[config.mk]
export PLATFORM = sky130hd
export DESIGN_NAME = alu_arbiter
export DESIGN_NICKNAME = d
export VERILOG_FILES = /design/src/rtl/alu_arbiter.sv
export SDC_FILE = /design/constraint.sdc
export NUM_CORES = 1
export LEC_CHECK = 0
export BUFFER_PORTS_ARGS = -buffer_cell sky130_fd_sc_hd__buf_2
export CAP_MARGIN = 0
export CORE_MARGIN = 2
export CORE_UTILIZATION = 44
export CTS_BUF_LIST = sky130_fd_sc_hd__clkbuf_2
export DETAILED_ROUTE_END_ITERATION = 6
export PLACE_DENSITY = 0.91
export SYNTH_ARGS = -nofsm -noshare
export SYNTH_HDL_FRONTEND = slang
export SYNTH_SLANG_ARGS = --single-unit
[constraint.sdc]
create_clock -name clk -period 1.4 [get_ports clk]
set_input_delay 0.07 -clock clk [delete_from_list [all_inputs] [get_ports clk]]
set_output_delay 0.07 -clock clk [all_outputs]
set_load 0.02 [all_outputs]
[src/rtl/alu_arbiter.sv]
// Shares one combinational ALU between two requesters: arbitrates, drives the
// ALU from registered operands, and returns result/flags on a valid/ready channel.
//
// state | meaning
// IDLE  | waiting for a request; grant issued combinationally here
// EXEC  | ALU driven from operand registers; result and flags captured
// RESP  | response presented until rsp_valid && rsp_ready
module alu_arbiter #(
  parameter bit         RR_EN      = 1'b1,
  parameter logic [3:0] CMP_OPCODE = 4'b1111
) (
  input  logic       clk,
  input  logic       rst,
  input  logic       req0,
  input  logic [3:0] op0,
  input  logic [7:0] a0,
  input  logic [7:0] b0,
  output logic       gnt0,
  input  logic       req1,
  input  logic [3:0] op1,
  input  logic [7:0] a1,
  input  logic [7:0] b1,
  output logic       gnt1,
  output logic [3:0] alu_opcode,
  output logic [7:0] alu_a,
  output logic [7:0] alu_b,
  input  logic [7:0] alu_out,
  input  logic       alu_c,
  input  logic       alu_z,
  input  logic       alu_v,
  input  logic       alu_n,
  output logic       rsp_valid,
  input  logic       rsp_ready,
  output logic       rsp_id,
  output logic [7:0] rsp_result,
  output logic [3:0] rsp_flags,
  output logic [3:0] flags_q,
  output logic       busy
);

  typedef enum logic [1:0] {IDLE, EXEC, RESP} state_t;

  state_t     state;
  logic       last_grant;
  logic       owner_id;
  logic       win_valid;
  logic       win_id;
  logic [3:0] alu_flags;

  assign alu_flags = {alu_c, alu_z, alu_v, alu_n};
  assign busy      = (state != IDLE);

  // Grant is gated by rst so a reset cycle never accepts an operation.
  always_comb begin
    win_valid = 1'b0;
    win_id    = 1'b0;
    if (state == IDLE && !rst) begin
      if (req0 && req1) begin
        win_valid = 1'b1;
        win_id    = RR_EN ? ~last_grant : 1'b0;
      end else if (req0) begin
        win_valid = 1'b1;
        win_id    = 1'b0;
      end else if (req1) begin
        win_valid = 1'b1;
        win_id    = 1'b1;
      end
    end
  end

  assign gnt0 = win_valid && !win_id;
  assign gnt1 = win_valid && win_id;

  always_ff @(posedge clk) begin
    if (rst) begin
      state      <= IDLE;
      last_grant <= 1'b1;
      owner_id   <= 1'b0;
      alu_opcode <= 4'h0;
      alu_a      <= 8'h00;
      alu_b      <= 8'h00;
      rsp_valid  <= 1'b0;
      rsp_id     <= 1'b0;
      rsp_result <= 8'h00;
      rsp_flags  <= 4'h0;
      flags_q    <= 4'h0;
    end else begin
      case (state)
        IDLE: begin
          if (win_valid) begin
            owner_id   <= win_id;
            alu_opcode <= win_id ? op1 : op0;
            alu_a      <= win_id ? a1 : a0;
            alu_b      <= win_id ? b1 : b0;
            state      <= EXEC;
          end
        end
        EXEC: begin
          rsp_result <= (alu_opcode == CMP_OPCODE) ? 8'h00 : alu_out;
          rsp_flags  <= alu_flags;
          flags_q    <= alu_flags;
          rsp_valid  <= 1'b1;
          rsp_id     <= owner_id;
          state      <= RESP;
        end
        RESP: begin
          if (rsp_valid && rsp_ready) begin
            rsp_valid  <= 1'b0;
            last_grant <= rsp_id;
            state      <= IDLE;
          end
        end
        default: state <= IDLE;
      endcase
    end
  end

endmodule

==> summary.md, run 1 <==
| Metric | Value |
|---|---|
| Cell Area, Synth | `about 1600 um^2` |
| Most frequent cells in the layout | `95 x buf_2, 53 x dlygate4sd3_1, 35 x dfxtp_1, 25 x a21oi_1, 19 x nand2_1` |
| Slew margin rel. | `66.6%` |
| Final WS setup | `-57.0 ps` |
| Critical path peak fanout | `3` |
| Final Max Tran Viols | `0` |
| Synth Register Bits | `38` |
| Max Freq | `about 700 MHz` |
| Largest net degree at the start of global routing | `30` |
| RSZ-0062 raised after global routing | `true` |
| N_diodes | `0` |
| Crit path time final | `between 1000 and 1500 ps` |
| Area delta synth->final | `77.1%` |
| Mapped Cells | `179` |
| LEAKAGE | `1.38 nW` |
| Number of synthesized flops with an enable pin | `0` |
| Area of the core | `3610 um^2` |
| Routability cong. | `0.716` |
| Post-synthesis sequential area ratio | `between 40% and 50%` |
| Total congestion overflow | `0` |
| Cell row count | `22` |
| Status | `finished with violations` |
| CTS tree | `yes` |
| # Max-Cap Violations | `0` |
| Post-Layout Cell Count | `approximately 390` |
| Cell Pwr Density | `~960 nW/um^2` |
| Clk Latency, worst-skew pair | `about 400 ps` |
| I/O Buffers | `97` |
| GR Util All Layers | `between 20 and 30%` |
| Final WL | `between 5000 and 6000 um` |
| Crit path DAT | `between 1000 and 1500 ps` |
| # placed instances | `around 320` |
| DR pass1 iterations | `4` |
| Clock transition at the registers of the reported paths | `approximately 210 ps` |
| Comb power frac | `between 30% and 40%` |
| Fill cells | `~240` |
| Utilization after layout | `about 80%` |
| DR iter-0 viols | `between 100 and 150` |
| Crit Path Category | `reg2out` |
| VDD IR-drop max | `0.000689 V` |
| WL/cell | `15.4 um` |
| Die Y | `64.8 um` |
| Estimated wirelength of the detail-placed design | `3080 um` |
| Post-synth top flop | `dfxtp_1` |
| Vias in the first global route | `~2,000` |
| Synthesized area per cell | `9.08 um^2` |
| Pint | `0.00189 W` |
| Clk pwr share | `24.0%` |
| Fraction of layout cells with a size suffix above 1 | `around 40%` |
| Routed Antenna Nets | `0` |
| Final Hold Fails | `0` |
| Synth async-reset ratio | `0%` |
| Period Utilization, post-route | `104%` |
| Setup Viol. Count Final | `5` |
| Clk root buf | `clkbuf_2` |
| Longest Clk Path Bufs | `2` |
| Clock Sinks | `38` |
| Via count | `just over 2,000` |
| Worst hold path type | `in2reg` |
| Power Total | `around 0.0028 W` |
| Htree depth | `2` |
| Initial antenna violation count | `0` |
| Flop pwr share | `45.2%` |
| Die X-Extent | `64.8 um` |
| Drt drc | `0` |
| Violated checks | `setup timing` |
| TritonCTS Buffers | `5` |
| Pre-CTS WS | `between 60 and 70 ps` |
| CP endpoint kind | `output port` |
| Synth unique cells | `29` |
| First-pass GRT wire length | `~9000 um` |
| Synth Net Count | `approximately 240` |
| Yosys warns | `0` |
| Switching share of power | `between 30% and 40%` |
| Post-route clock skew | `between 20 and 25 ps` |
| Commonest non-fill, non-tap cell in the layout | `buf_2` |
| Crit path required time | `between 1000 and 1500 ps` |
| Avg Vias per Cell | `roughly 5.3` |
| Die area | `about 4200 um^2` |
| IO Pins | `roughly 100` |
| Slew of the pin with the lowest slew margin | `about 500 ps` |
| Starting Density | `a little under half` |
| Switching pwr | `between 0.0008 and 0.0009 W` |
| Worst setup SP type | `register` |
| NumNets Final | `393` |
==> final cells by class <==
class,count,area (um^2),share of cell area (%)
Timing Repair Buffer,167,1180,41.1
Sequential cell,38,767,26.6
Multi-Input combinational cell,112,758,26.3
Tap cell,48,60.1,2.09
Inverter,12,45.0,1.56
Clock inverter,3,40.0,1.39
Clock buffer,5,25.0,0.869
==> repair_timing <==
action                     CTS  global route
buffers inserted             6             2
hold endpoints to repair    33             0
hold buffers                53             0
setup endpoints to repair    2            21
pin swaps                    5             0
resized for setup           20             3
cloned                       0             0
==> registers in the layout, indices dropped and copies added (netlist names) <==
name / cells
alu_a: 8
alu_b: 8
rsp_result: 8
alu_opcode: 4
flags_q: 4
state: 2
last_grant: 1
owner_id: 1
rsp_id: 1
rsp_valid: 1
==> cells by family after synthesis <==
kind of cell           Yosys count  share of synthesized area (%)
DFF                             38                           46.8
AOI/OAI and AO/OA               59                           26.1
muxes                            2                           1.23
and+or+nand+nor                 51                           16.2
buffers and inverters           29                           9.70
==> power groups by stage <==
stage               sequential, W  combinational (W)  clock (W)
floorplan                 0.00138           0.000300          0
global placement          0.00126           0.000641          0
detailed placement        0.00127           0.000652          0
CTS                       0.00125           0.000817   0.000669
global route              0.00126           0.000911   0.000725
finish                    0.00125           0.000852   0.000664
==> worst paths after layout <==
path / to / cells past startpoint / slack (ps) / from
worst max-delay path: gnt1 / 3 / -60 / last_grant
worst min-delay path: rsp_valid / 3 / 170 / rst
worst max register to register: alu_opcode[3] / 5 / -10 / last_grant
worst min register to register: rsp_result[2] / 2 / 460 / rsp_result[2]
==> cell usage after synthesis, types with 2 or more instances <==
cell      instances  area, um^2
nand3_1           8        40.0
mux2i_1           2        20.0
buf_4             8        60.1
a21oi_1          25         125
nand2b_1          3        18.8
a221o_1           9        90.1
inv_1            12        45.0
clkbuf_1          4        15.0
buf_2             3        15.0
o211ai_1         10        75.1
buf_6             2        22.5
nand2_1          19        71.3
dfxtp_1          38         761
nor2_1            3        11.3
o32ai_1          10        87.6
and3_1           10        62.6
==> critical path, cell delays in order, from the launching register on <==
cell and delay [ps]:
dfxtp_4 400, a21bo_4 230, nor3_4 200, buf_6 150
==> metal layers <==
layer  global-route usage (%)  vias to the layer above  share of wire, %
met5                        0                        -                 0
met4                     22.6                        0               5.6
met3                     5.56                       30               5.4
met2                     53.2                      101                52
met1                     28.3                      947                36
li1                         -                      963                 -
==> through the flow <==
step | hold slack (ps) | setup TNS [ps] | instance area, um^2
2_1_floorplan | 206 | 0 | 1630
3_3_place_gp | 294 | 0 | 2130
3_5_place_dp | 298 | 0 | 2130
4_1_cts | 137 | -18.6 | 2840
5_1_grt | 177 | -355 | 2880
6_report | 171 | -122 | 2880
Power figures use the tool's default switching activity.
==> run 2, diff against run 1 <==
Settings changed: SETUP_SLACK_MARGIN set to 0.1.
==> run 2 against run 1 <==
The run still ends with setup timing left. Sequential cell count unchanged. Utilization is 3.3 points higher. Final area grew 4.1%. Fmax shrank 1.2%. Die area unchanged. Global-route usage is 1.5 points higher. Final cell count grew 1.8%. Clock skew about the same. Critical path type unchanged. Critical endpoint unchanged.
==> summary.md, run 2 (same netlist as run 1, synthesis figures left out) <==
| Metric | Value |
|---|---|
| Cell Pwr Density | `between 900 and 1000 nW/um^2` |
| I/O Buffers | `97` |
| Worst setup SP type | `register` |
| Longest Clk Path Bufs | `2` |
| Crit path time final | `1470 ps` |
| Die X-Extent | `~65 um` |
| Cell row count | `22` |
| Largest net degree at the start of global routing | `30` |
| Die area | `4200 um^2` |
| Final WL | `between 6000 and 7000 um` |
| # Max-Cap Violations | `0` |
| Crit path DAT | `between 1000 and 1500 ps` |
| Clk Latency, worst-skew pair | `roughly 400 ps` |
| Critical path peak fanout | `2` |
| Drt drc | `0` |
| N_diodes | `0` |
| Via count | `2,092` |
| Final WS setup | `-74.5 ps` |
| Routed Antenna Nets | `0` |
| GR Util All Layers | `a little under a third` |
| Setup Viol. Count Final | `13` |
| DR pass1 iterations | `4` |
| RSZ-0062 raised after global routing | `true` |
| LEAKAGE | `1.43 nW` |
| Post-route clock skew | `approximately 23 ps` |
| Period Utilization, post-route | `105%` |
| Status | `finished with violations` |
| Final Max Tran Viols | `0` |
| Die Y | `around 65 um` |
| Clock Sinks | `38` |
| Power Total | `about 0.0029 W` |
| Final Hold Fails | `0` |
| IO Pins | `98` |
| Commonest non-fill, non-tap cell in the layout | `buf_2` |
| Crit path required time | `roughly 1300 ps` |
| Worst hold path type | `in2reg` |
| Fraction of layout cells with a size suffix above 1 | `a little over two fifths` |
| Initial antenna violation count | `0` |
| NumNets Final | `400` |
| CTS tree | `yes` |
| Vias in the first global route | `slightly above 2,000` |
| Starting Density | `between 40% and 50%` |
| Area of the core | `roughly 3600 um^2` |
| CP endpoint kind | `output port` |
| Most frequent cells in the layout | `95 x buf_2, 53 x dlygate4sd3_1, 35 x dfxtp_1, 25 x a21oi_1, 19 x nand2_1` |
| Htree depth | `2` |
| WL/cell | `between 15 and 20 um` |
| Clock transition at the registers of the reported paths | `about 210 ps` |
| VDD IR-drop max | `0.000638 V` |
| Slew margin rel. | `approximately two thirds` |
| DR iter-0 viols | `roughly 150` |
| Utilization after layout | `83.1%` |
| Estimated wirelength of the detail-placed design | `roughly 3000 um` |
| TritonCTS Buffers | `5` |
| Area delta synth->final | `84.4%` |
| First-pass GRT wire length | `slightly below 10,000 um` |
| Total congestion overflow | `0` |
| Top Registers | `alu_a (8), alu_b (8), rsp_result (8)` |
| Slew of the pin with the lowest slew margin | `between 500 and 600 ps` |
| Avg Vias per Cell | `between 5 and 6` |
| Violated checks | `setup timing` |
| Max Freq | `just under 700 MHz` |
| Clk root buf | `clkbuf_2` |
| Crit Path Category | `reg2out` |
| Routability cong. | `around 0.8` |
-- run 2: cell count changes in the layout (fill, tap and decap cells not counted) --
cell | previous run | this run
buf_4 | 12 | 14
nor2b_4 | 0 | 1
nand2b_1 | 2 | 1
nand3_2 | 0 | 6
nor2b_1 | 1 | 0
nand2b_4 | 1 | 2
nor2_2 | 0 | 1
nor2_1 | 2 | 1
nand3_1 | 8 | 2
buf_6 | 6 | 11
-- run 2: per-stage QoR --
step           area [um^2]  setup TNS (ps)  worst slack (ps)  instances  hold slack [ps]
6_report              3000            -329             -74.5        392              131
5_1_grt               3000           -1480              -150        392              141
4_1_cts               2860           -89.8             -63.7        384             3.69
3_5_place_dp          2120               0              48.2        315              296
3_3_place_gp          2120               0               103        315              293
2_1_floorplan         1630               0               194        179              206
-- run 2: layer usage --
layer | part of all wire, % | routed length, um | track usage [%]
met1 | 35 | 2270 | 28.5
met2 | 52 | 3410 | 56.2
met3 | 7.3 | 481 | 7.47
met4 | 6.1 | 397 | 23.7
met5 | 0 | 0 | 0
-- run 2: final cells by class --
cell class              instances  area (um^2)
multi-input cells             112          806
clock inverters                 3         40.0
fillers                       216          608
flip-flops and latches         38          767
inverters                      12         45.0
clock buffers                   5         25.0
well taps                      48         60.1
repair buffers                174         1250
-- run 2: power by group --
part	switching, W	internal, W
Clock	0.000374	0.000296
Combinational	0.000475	0.000459
Sequential	0.0000686	0.00119
-- run 2: worst max-delay path, cell delays in order (launching register included) --
cell and delay [ps]:
dfxtp_2 390, buf_6 120, nor2_4 110, inv_2 60, nor3_4 170, buf_6 150
-- run 2: final timing paths --
path                       from            end  slack [ps]  cells past startpoint
setup / recovery       state[1]           gnt1         -70                      5
hold / removal              rst       alu_a[2]         130                      5
setup reg to reg       state[1]  rsp_result[7]         -50                      8
hold reg to reg   rsp_result[0]  rsp_result[0]         470                      2
-- run 2: repair_timing --
item,CTS,global route
buffers inserted,7,7
pin swaps,11,12
cloned,2,0
hold buffers,52,1
gates resized for setup,25,16
endpoints found under the hold margin,33,1
endpoints found under the setup margin,29,38
